File: src/rtl/ddr4_cmd_monitor.sv
// DDR4 command-bus monitor: per-rank command decode, per-bank open/row/tRCD
// tracking, minimal protocol checks and saturating activity counters.

module ddr4_cmd_monitor #(
   parameter  int ADDR_WIDTH = 17,
   parameter  int RANKS      = 1,
   parameter  int BG_WIDTH   = 2,
   parameter  int BA_WIDTH   = 2,
   parameter  int TRCD_CK    = 16,
   parameter  int CNT_WIDTH  = 32,
   localparam int RW         = (RANKS > 1) ? $clog2(RANKS) : 1,
   localparam int BW         = BG_WIDTH + BA_WIDTH
) (
   input  logic                  c0_ddr4_ck_t,
   input  logic                  c0_ddr4_reset_n,
   input  logic                  c0_ddr4_cke,
   input  logic [RANKS-1:0]      c0_ddr4_cs_n,
   input  logic                  c0_ddr4_act_n,
   input  logic [ADDR_WIDTH-1:0] c0_ddr4_adr,
   input  logic [BG_WIDTH-1:0]   c0_ddr4_bg,
   input  logic [BA_WIDTH-1:0]   c0_ddr4_ba,
   input  logic                  mon_clr,
   output logic                  mon_cmd_valid,
   output logic [2:0]            mon_cmd,
   output logic [RW-1:0]         mon_rank,
   output logic [BW-1:0]         mon_bank,
   output logic [ADDR_WIDTH-1:0] mon_row,
   output logic                  mon_err_valid,
   output logic [2:0]            mon_err_code,
   output logic                  mon_err_sticky,
   output logic [CNT_WIDTH-1:0]  mon_act_cnt,
   output logic [CNT_WIDTH-1:0]  mon_rd_cnt,
   output logic [CNT_WIDTH-1:0]  mon_wr_cnt
);

   localparam int NB = 1 << BW;
   localparam int TW = (TRCD_CK > 1) ? $clog2(TRCD_CK) : 1;
   localparam int CW = $clog2(RANKS + 1);
   localparam logic [TW-1:0] TRCD_LOAD = TW'(TRCD_CK - 1);

   localparam logic [2:0] CMD_MRS = 3'b000;
   localparam logic [2:0] CMD_REF = 3'b001;
   localparam logic [2:0] CMD_PRE = 3'b010;
   localparam logic [2:0] CMD_ACT = 3'b011;
   localparam logic [2:0] CMD_WR  = 3'b100;
   localparam logic [2:0] CMD_RD  = 3'b101;
   localparam logic [2:0] CMD_ZQC = 3'b110;
   localparam logic [2:0] CMD_NOP = 3'b111;
   localparam logic [2:0] OP_RFU  = 3'b011;

   localparam logic [2:0] ERR_NONE          = 3'd0;
   localparam logic [2:0] ERR_MULTI_CS      = 3'd1;
   localparam logic [2:0] ERR_ACT_OPEN      = 3'd2;
   localparam logic [2:0] ERR_ACCESS_CLOSED = 3'd3;
   localparam logic [2:0] ERR_TRCD          = 3'd4;
   localparam logic [2:0] ERR_REF_OPEN      = 3'd5;
   localparam logic [2:0] ERR_RFU           = 3'd6;

   function automatic logic [CNT_WIDTH-1:0] sat_inc(input logic [CNT_WIDTH-1:0] cnt,
                                                    input logic inc, input logic clr);
      if (clr) begin
         return '0;
      end else if (inc && (cnt != '1)) begin
         return cnt + CNT_WIDTH'(1);
      end else begin
         return cnt;
      end
   endfunction

   logic [CW-1:0]         cs_cnt_s;
   logic [RW-1:0]         cs_rank_s;

   logic                  s1_en_r;
   logic                  s1_multi_r;
   logic                  s1_act_n_r;
   logic                  s1_clr_r;
   logic [RW-1:0]         s1_rank_r;
   logic [ADDR_WIDTH-1:0] s1_adr_r;
   logic [BW-1:0]         s1_bank_r;

   logic [NB-1:0]         open_r [RANKS];
   logic [NB-1:0]         open_s [RANKS];
   logic [ADDR_WIDTH-1:0] row_r  [RANKS][NB];
   logic [ADDR_WIDTH-1:0] row_s  [RANKS][NB];
   logic [TW-1:0]         trcd_r [RANKS][NB];
   logic [TW-1:0]         trcd_s [RANKS][NB];

   logic [2:0]            op_s;
   logic                  cur_open_s;
   logic [ADDR_WIDTH-1:0] cur_row_s;
   logic [TW-1:0]         cur_trcd_s;
   logic [2:0]            cmd_s;
   logic                  cmd_valid_s;
   logic                  err_s;
   logic [2:0]            code_s;
   logic [ADDR_WIDTH-1:0] row_out_s;
   logic [BW-1:0]         bank_out_s;
   logic [RW-1:0]         rank_out_s;
   logic                  act_inc_s;
   logic                  rd_inc_s;
   logic                  wr_inc_s;

   // Count asserted chip selects and pick the selected rank.
   always_comb begin
      cs_cnt_s  = '0;
      cs_rank_s = '0;
      for (int r = 0; r < RANKS; r++) begin
         cs_cnt_s  = cs_cnt_s + CW'(!c0_ddr4_cs_n[r]);
         cs_rank_s = c0_ddr4_cs_n[r] ? cs_rank_s : RW'(r);
      end
   end

   // Command bus capture stage; mon_clr travels with the command it accompanies.
   always_ff @(posedge c0_ddr4_ck_t) begin
      if (!c0_ddr4_reset_n) begin
         s1_en_r    <= 1'b0;
         s1_multi_r <= 1'b0;
         s1_act_n_r <= 1'b1;
         s1_clr_r   <= 1'b0;
         s1_rank_r  <= '0;
         s1_adr_r   <= '0;
         s1_bank_r  <= '0;
      end else begin
         s1_en_r    <= c0_ddr4_cke && (cs_cnt_s != '0);
         s1_multi_r <= c0_ddr4_cke && (cs_cnt_s > CW'(1));
         s1_act_n_r <= c0_ddr4_act_n;
         s1_clr_r   <= mon_clr;
         s1_rank_r  <= cs_rank_s;
         s1_adr_r   <= c0_ddr4_adr;
         s1_bank_r  <= {c0_ddr4_bg, c0_ddr4_ba};
      end
   end

   // Decode, protocol checks and next bank state.
   always_comb begin
      open_s = open_r;
      row_s  = row_r;
      for (int r = 0; r < RANKS; r++) begin
         for (int b = 0; b < NB; b++) begin
            trcd_s[r][b] = (trcd_r[r][b] != '0) ? (trcd_r[r][b] - TW'(1)) : '0;
         end
      end
      op_s        = s1_adr_r[16:14];
      cur_open_s  = open_r[s1_rank_r][s1_bank_r];
      cur_row_s   = row_r[s1_rank_r][s1_bank_r];
      cur_trcd_s  = trcd_r[s1_rank_r][s1_bank_r];
      cmd_s       = CMD_NOP;
      cmd_valid_s = 1'b0;
      err_s       = 1'b0;
      code_s      = ERR_NONE;
      row_out_s   = '0;
      bank_out_s  = '0;
      rank_out_s  = '0;
      act_inc_s   = 1'b0;
      rd_inc_s    = 1'b0;
      wr_inc_s    = 1'b0;

      if (!s1_en_r) begin
         cmd_s = CMD_NOP;
      end else if (s1_multi_r) begin
         err_s  = 1'b1;
         code_s = ERR_MULTI_CS;
      end else if (!s1_act_n_r) begin
         cmd_s       = CMD_ACT;
         cmd_valid_s = 1'b1;
         rank_out_s  = s1_rank_r;
         bank_out_s  = s1_bank_r;
         row_out_s   = s1_adr_r;
         act_inc_s   = 1'b1;
         err_s       = cur_open_s;
         code_s      = cur_open_s ? ERR_ACT_OPEN : ERR_NONE;
         open_s[s1_rank_r][s1_bank_r] = 1'b1;
         row_s[s1_rank_r][s1_bank_r]  = s1_adr_r;
         trcd_s[s1_rank_r][s1_bank_r] = TRCD_LOAD;
      end else begin
         case (op_s)
            CMD_MRS, CMD_ZQC: begin
               cmd_s       = op_s;
               cmd_valid_s = 1'b1;
               rank_out_s  = s1_rank_r;
               bank_out_s  = s1_bank_r;
            end
            CMD_REF: begin
               cmd_s       = CMD_REF;
               cmd_valid_s = 1'b1;
               rank_out_s  = s1_rank_r;
               bank_out_s  = s1_bank_r;
               err_s       = |open_r[s1_rank_r];
               code_s      = (|open_r[s1_rank_r]) ? ERR_REF_OPEN : ERR_NONE;
            end
            CMD_PRE: begin
               cmd_s       = CMD_PRE;
               cmd_valid_s = 1'b1;
               rank_out_s  = s1_rank_r;
               bank_out_s  = s1_bank_r;
               if (s1_adr_r[10]) begin
                  open_s[s1_rank_r] = '0;
               end else begin
                  open_s[s1_rank_r][s1_bank_r] = 1'b0;
               end
            end
            CMD_WR, CMD_RD: begin
               cmd_s       = op_s;
               cmd_valid_s = 1'b1;
               rank_out_s  = s1_rank_r;
               bank_out_s  = s1_bank_r;
               row_out_s   = cur_open_s ? cur_row_s : '0;
               if (!cur_open_s) begin
                  err_s  = 1'b1;
                  code_s = ERR_ACCESS_CLOSED;
               end else if (cur_trcd_s != '0) begin
                  err_s  = 1'b1;
                  code_s = ERR_TRCD;
               end else begin
                  err_s  = 1'b0;
                  code_s = ERR_NONE;
               end
               // Auto-precharge closes the bank only after the access was checked.
               open_s[s1_rank_r][s1_bank_r] = cur_open_s && !s1_adr_r[10];
               wr_inc_s = (op_s == CMD_WR);
               rd_inc_s = (op_s == CMD_RD);
            end
            OP_RFU: begin
               err_s  = 1'b1;
               code_s = ERR_RFU;
            end
            default: begin
               cmd_s = CMD_NOP;
            end
         endcase
      end
   end

   // Bank state, counters and registered monitor outputs.
   always_ff @(posedge c0_ddr4_ck_t) begin
      if (!c0_ddr4_reset_n) begin
         for (int r = 0; r < RANKS; r++) begin
            open_r[r] <= '0;
            for (int b = 0; b < NB; b++) begin
               row_r[r][b]  <= '0;
               trcd_r[r][b] <= '0;
            end
         end
         mon_cmd_valid  <= 1'b0;
         mon_cmd        <= CMD_NOP;
         mon_rank       <= '0;
         mon_bank       <= '0;
         mon_row        <= '0;
         mon_err_valid  <= 1'b0;
         mon_err_code   <= ERR_NONE;
         mon_err_sticky <= 1'b0;
         mon_act_cnt    <= '0;
         mon_rd_cnt     <= '0;
         mon_wr_cnt     <= '0;
      end else begin
         open_r         <= open_s;
         row_r          <= row_s;
         trcd_r         <= trcd_s;
         mon_cmd_valid  <= cmd_valid_s;
         mon_cmd        <= cmd_s;
         mon_rank       <= rank_out_s;
         mon_bank       <= bank_out_s;
         mon_row        <= row_out_s;
         mon_err_valid  <= err_s;
         mon_err_code   <= code_s;
         mon_err_sticky <= s1_clr_r ? 1'b0 : (mon_err_sticky | err_s);
         mon_act_cnt    <= sat_inc(mon_act_cnt, act_inc_s, s1_clr_r);
         mon_rd_cnt     <= sat_inc(mon_rd_cnt, rd_inc_s, s1_clr_r);
         mon_wr_cnt     <= sat_inc(mon_wr_cnt, wr_inc_s, s1_clr_r);
      end
   end

endmodule
File: config.mk
export PLATFORM = sky130hd
export DESIGN_NAME = ddr4_cmd_monitor
export DESIGN_NICKNAME = d
export VERILOG_FILES = /design/src/rtl/ddr4_cmd_monitor.sv
export SDC_FILE = /design/constraint.sdc
export NUM_CORES = 1
export LEC_CHECK = 0
export CORE_UTILIZATION = 60
export CTS_CLUSTER_DIAMETER = 100
export DETAILED_ROUTE_END_ITERATION = 8
export PLACE_DENSITY = 0.86
export RECOVER_POWER = 25
export SLEW_MARGIN = 20
export SYNTH_ARGS = -nofsm -noshare
export SYNTH_HDL_FRONTEND = slang
export SYNTH_SLANG_ARGS = --single-unit
File: constraint.sdc
create_clock -name c0_ddr4_ck_t -period 4 [get_ports c0_ddr4_ck_t]
set_input_delay 0.8 -clock c0_ddr4_ck_t [delete_from_list [all_inputs] [get_ports c0_ddr4_ck_t]]
set_output_delay 0.8 -clock c0_ddr4_ck_t [all_outputs]
set_load 0.1 [all_outputs]
==> results.md, run 1 <==
* Status: finished, violations left
* Violations in the final reports: max-capacitance violations, max-slew violations
* CTS tree: built
* Starting Density at 0.6132
* Number of DRC violations after detailed routing at 0
* Clock Root Buffer: clkbuf_16
* Post-cts hold buffer count at 0
* Reported net switching power at 2303 µW
* Final setup violation count at 0
* Unique masters post-synth at 65
* Max-slew headroom at the worst pin at -0.08938
* Max H-tree Level at 2
* Synth Area per Inst at 8.598 µm²
* Number of antenna violations at the first check in global routing at 2
* Gate Count Post-Synth at 2476
* Final Hold Fails at 0
* Post-DRT Antenna Nets at 0
* Global Route Usage Sum at 0.3198
* Class of the worst hold path: flip-flop to flip-flop
* CP endpoint kind: flip-flop
* Worst Setup Path Type: input port to flip-flop
* Cell types occupying the most area after synthesis: dfxtp_1 47%, nand2_1 11%, mux4_2 9.2%
* Warnings, synthesis at 0
* Number of top-level pins at 154
* Count of flip-flops with a built-in enable after synthesis at 0
* Vias after detailed routing at 18810
* Maximum clock path buffer count at 3
* Worst slack, placed at 1001 ps
* Primary FF master, synth: dfxtp_1
* Final estimated routing congestion in global placement at 0.9287
* Setup TNS Final at 0 ps
* Proportion of power drawn by combinational gates at 0.030
* Design internal power at 8024 µW
* Post-synth ARST share at 0
* Final HPWL DP at 37110 µm
* CTS buffer count at 50
* First-pass detailed-route iteration total at 5
* Worst Clk Skew at 21.52 ps
* Full die area at 36240 µm²
* Area share of the leading cell type in the synthesized netlist at 0.4721
* Layout Area Growth over Synthesis at 15.56%
* # clock sinks at 502
* Clock share of power at 0.476
* Largest fanout of any net on the critical path at 154
* Post-layout net count at 2574
* Maximum Capacitance Violations at 1
* Leak pwr at 0.007927 µW
* Final critical-path share of the clock period at 0.8104
* Core ar. at 34710 µm²
* Iteration-0 DRC count of the detailed router at 1862
* Post-route worst setup slack at 758.4 ps
* Power per cell area at 419.8 nW/µm²
* Post-DR vias/cell at 6.187
* Horizontal extent of the die at 190.4 µm
* Library cell occupying the most area in the post-synthesis netlist: dfxtp_1
* Max Slew Vio Count at 155
* Total grt overflow at 0
* # Post-CTS Setup Buffers at 0
* Type of origin of the critical path: input port
* Pin count of the biggest net entering global routing at 155
* Clock latency on the worst-skew pair at 580 ps
* Die extent in y at 190.4 µm
* Share of power burned in registers at 0.494
* Switching portion of total power at 0.2230
* Final min period at 3242 ps
* Non-Filler Cell Area, Final at 24600 µm²
* RSZ-0062 raised after global routing: false
* Post_cts resized at 0
* Drt total wl at 58300 µm
* Share of synthesized area occupied by flip-flops and latches at 0.4721
* Post-Syn Area at 21290 µm²
* Synth Register Bits at 502
* Clock transition at the registers of the reported paths at 60 ps
* Maximum clock frequency at 308.5 MHz
* DR WL/cell at 19.18 µm
* Number of antenna repair diodes at 0
* Number of global-route vias before repair at 18140
* Dpl cell area at 22990 µm²
* Wire length of the first global-routing pass at 93270 µm
* Synthesized net count at 2506
* Worst ir drop on vdd at 0.0003863 V
* Required time at the worst-slack endpoint at 4360 ps
* Data arrival time of the critical path at 3610 ps
* Number of port buffers at 152
* Share of post-route cells with drive strength above 1 at 0.08936
* Pin slew with the least headroom to its limit at 1634 ps
* # rows at 68
-- through the flow --
stage,hold slack (ps),instances,total power [µW],utilization
after floorplan,433.1,2476,5420,-
after global placement,438.0,2947,5514,0.6622
after detailed placement,443.1,2947,5521,0.6622
after CTS,452.0,3040,10350,0.7123
after global routing,468.1,3040,10590,0.7087
final,451.9,3040,10330,0.7087
-- logic make-up (layout without fill, tap and decap cells) --
| group | Yosys count | after routing | synth area share |
|---|---|---|---|
| buffers and inverters | 206 | 315 | 0.03956 |
| flip-flops | 502 | 502 | 0.4721 |
| XOR/XNOR | 73 | 73 | 0.03003 |
| AND/OR/NAND/NOR | 1110 | 1110 | 0.2339 |
| other | 1 | 1 | 0.0001762 |
| AO/OA/AOI/OAI | 489 | 489 | 0.1281 |
| multiplexers | 92 | 92 | 0.09445 |
| adder cells (fa/ha/maj) | 3 | 3 | 0.001763 |
-- cell usage in the layout (no fill, tap or decap), types with 42 or more instances in the layout --
cell type,n
clkdlybuf4s50_1,151
nor3_1,49
nand2_1,643
a21oi_1,320
clkbuf_16,50
o21ai_0,70
nor2_1,182
xor2_1,42
dfxtp_1,499
mux4_2,87
-- area by class of cell --
cell class              instances  area [µm²]
clock buffers                  67        1425
clock inverters                26       314.1
fillers                      2499       10110
inverters                      34       135.1
multi-input cells            1768       10350
flip-flops and latches        502       10060
well taps                     455       569.3
repair buffers                188        1744
-- worst max-delay path: stages --
cell,delay (ps)
dlygate4sd3_1,730
clkbuf_1,260
inv_8,300
clkbuf_4,1270
a21oi_1,130
-- cell usage after synthesis, drive strengths merged (2+ instances only) --
library cell  count
nand2           643
dfxtp           502
a21oi           320
nor2            183
clkbuf          125
mux4             87
o21ai            70
nor3             56
buf              47
xor2             42
nand4            40
nand3            36
inv              34
xnor2            31
and2             29
a31oi            24
nor4             23
or3              22
a211oi           17
a22oi            17
and4             15
and3             13
o31ai            12
nand2b           10
or2              10
nor3b             7
nand3b            6
mux2i             4
nor2b             4
o21a              4
o21bai            4
or4               4
a2111oi           3
ha                3
nor4b             3
o211ai            3
o22ai             3
or4b              3
a41o              2
a41oi             2
nand4b            2
o2111ai           2
-- power by group through the flow --
stage	clock (µW)	sequential, µW	combinational (µW)
2_1_floorplan	0	5160	261
3_3_place_gp	0	5200	310
3_5_place_dp	0	5210	314
4_1_cts	4940	5100	315
5_1_grt	5160	5100	334
6_report	4910	5100	314
-- registers in the layout, summed over array words and instances, names as in the netlist, 3 cells and up --
register      count
mon_act_cnt      32
mon_bank          4
mon_cmd           3
mon_err_code      3
mon_rd_cnt       32
mon_row          17
mon_wr_cnt       32
open_r           16
row_r           272
s1_adr_r         17
s1_bank_r         4
trcd_r           64
-- path summary, 6_finish.rpt --
| path | startpoint | endpoint | slack, ps | cells past startpoint |
|---|---|---|---|---|
| min reg2reg | row_r[96] | row_r[96] | 450 | 2 |
| max reg2reg | s1_adr_r[16] | open_r[3] | 870 | 6 |
| max | c0_ddr4_reset_n | row_r[122] | 760 | 5 |
| min | row_r[96] | row_r[96] | 450 | 2 |
-- routing by layer --
layer	GRT usage	routed length [µm]
met5	0	11
met1	0.4064	22240
met2	0.5371	28470
met3	0.05668	5669
met4	0.1305	1910
No activity file was read; power rests on OpenSTA's default activity.
==> inputs of run 2 (changes only) <==
Settings changed: CORE_UTILIZATION 60 to 53, PLACE_DENSITY 0.86 to 0.81.
Clock period 4 ns to 2.9 ns, I/O delays scaled along.
==> results.md, run 2 (same netlist as run 1, synthesis figures left out) <==
* Iteration-0 DRC count of the detailed router at 2088
* Worst Clk Skew at 20.95 ps
* Clock transition at the registers of the reported paths at 60 ps
* Starting Density at 0.5370
* Full die area at 40970 µm²
* Setup TNS Final at 0 ps
* Register with the highest flop count: row_r
* Clock latency on the worst-skew pair at 580 ps
* Most frequent standard cell in the layout excluding fill and tap cells: nand2_1
* Most frequent cells in the layout: 643 x nand2_1, 498 x dfxtp_1, 320 x a21oi_1
* Family with the most delay on the worst path: simple AND/OR/NAND/NOR gates
* Design internal power at 10810 µW
* Cells traversed along the worst timing path: clkbuf_1 > nand2b_1 > buf_4 > nor3_1 > buf_4 > nand2_1 > a21oi_1
* Number of top-level pins at 154
* Maximum clock path buffer count at 3
* Post-DR vias/cell at 6.065
* Final setup violation count at 0
* Regs by FF count: row_r x272, trcd_r x64
* RSZ-0062 raised after global routing: false
* Total grt overflow at 0
* Startpoint of the worst-slack reg-to-reg timing path: s1_act_n_r
* Maximum clock frequency at 386.8 MHz
* Number of antenna violations at the first check in global routing at 0
* Final critical-path share of the clock period at 0.8916
* Layout fillers at 3305
* Worst Setup Path Type: flip-flop to flip-flop
* Drt total wl at 59860 µm
* CP Buf/Inv Count at 3
* Number of DRC violations after detailed routing at 0
* Number of antenna repair diodes at 0
* Global Route Usage Sum at 0.2865
* Reported net switching power at 3096 µW
* Max-slew headroom at the worst pin at 0.1713
* CTS buffer count at 50
* Proportion of power drawn by combinational gates at 0.035
* Layout Area Growth over Synthesis at 13.85%
* Post_cts resized at 0
* First-pass detailed-route iteration total at 6
* Clock Root Buffer: clkbuf_16
* CTS tree: built
* Final HPWL DP at 38850 µm
* Status: complete, no violations
* Post-cts hold buffer count at 0
* Worst path most repeated cell: buf_4
* Vias after detailed routing at 19010
* Slowest cell on the critical path: nor3_1
* Largest register FFs at 272
* Largest fanout of any net on the critical path at 16
* Peak per-stage delay on the critical path at 530 ps
* Tot Pwr at 13910 µW
* Core ar. at 39640 µm²
* CP endpoint kind: flip-flop
* DR WL/cell at 19.10 µm
* Data arrival time of the critical path at 3080 ps
* Worst setup path startpoint: s1_act_n_r
* Total area of multi-input combinational cells at 10410 µm²
* Clock share of power at 0.460
* Final estimated routing congestion in global placement at 0.9374
* # rows at 73
* Final core utilization at 0.6114
* Horizontal extent of the die at 202.4 µm
* Number of global-route vias before repair at 18320
* Wire length of the first global-routing pass at 95800 µm
* Final min period at 2586 ps
* Power per cell area at 573.8 nW/µm²
* Post-layout net count at 2606
* Number of port buffers at 152
* Share of power burned in registers at 0.504
* Post-DRT Antenna Nets at 0
* # clock sinks at 502
* Type of origin of the critical path: flip-flop
* Worst slack, placed at 529.1 ps
* Max H-tree Level at 2
* Class of the worst hold path: flip-flop to flip-flop
* Die extent in y at 202.4 µm
* Post-route worst setup slack at 314.4 ps
* Pin slew with the least headroom to its limit at 1248 ps
* Sequential standard cell area at 10060 µm²
* Worst ir drop on vdd at 0.0004080 V
* Share of post-route cells with drive strength above 1 at 0.1108
* Pin count of the biggest net entering global routing at 90
* Leak pwr at 0.007889 µW
* Maximum Capacitance Violations at 0
* # Post-CTS Setup Buffers at 0
* Max Slew Vio Count at 0
* Hold path start: row_r[6]
* Required time at the worst-slack endpoint at 3400 ps
* Final Hold Fails at 0
* Switching portion of total power at 0.2227
## run 2: cell types whose count changed in the layout (fill, tap and decap cells not counted), sizes merged
cell           change
clkbuf           +110
clkdlybuf4s50    -126
buf               +56
dlygate4sd3        -1
bufinv             -5
clkinvlp           -3
clkinv             -5
inv                -2
## run 2: worst min-delay path: cells and delay by family (launching register included)
kind             cells  cell delay (ps)
flip-flops           1              310
AND/OR/NAND/NOR      1               50
AO/OA/AOI/OAI        1               50
## run 2: power groups by stage
stage,clock (µW),sequential [µW],combinational (µW)
6_report,6400,7010,490
5_1_grt,6710,7020,515
4_1_cts,6420,7010,488
3_5_place_dp,0,7160,486
3_3_place_gp,0,7160,480
2_1_floorplan,0,7110,361
## run 2: final cells by class
type	instances	share of cell area
sequential	502	0.4151
clock inverter	11	0.003459
tap	525	0.02710
inverter	34	0.005576
timing repair buffer	220	0.05601
multi-input combinational	1768	0.4294
clock buffer	74	0.06335
## run 2: final timing paths
kind	end	slack [ps]	depth (start not counted)
min reg2reg	row_r[6]	450	2
max reg2reg	row_r[189]	310	7
max	row_r[189]	310	7
min	row_r[6]	450	2
## run 2: stage by stage
step	instances	hold WS, ps	area, µm²
floorplan	2476	433.1	21290
global placement	3049	438.3	23060
detailed placement	3049	443.1	23060
CTS	3134	422.5	24680
global route	3134	467.1	24240
finish	3134	451.0	24240
## run 2: layer usage
metal  GRT usage  vias to the layer above  part of all wire
li1            -                     8717                 -
met1      0.3804                     9156              0.40
met2      0.4672                      983              0.47
met3     0.04370                      151             0.096
met4      0.1163                        0             0.032
met5           0                        -                 0
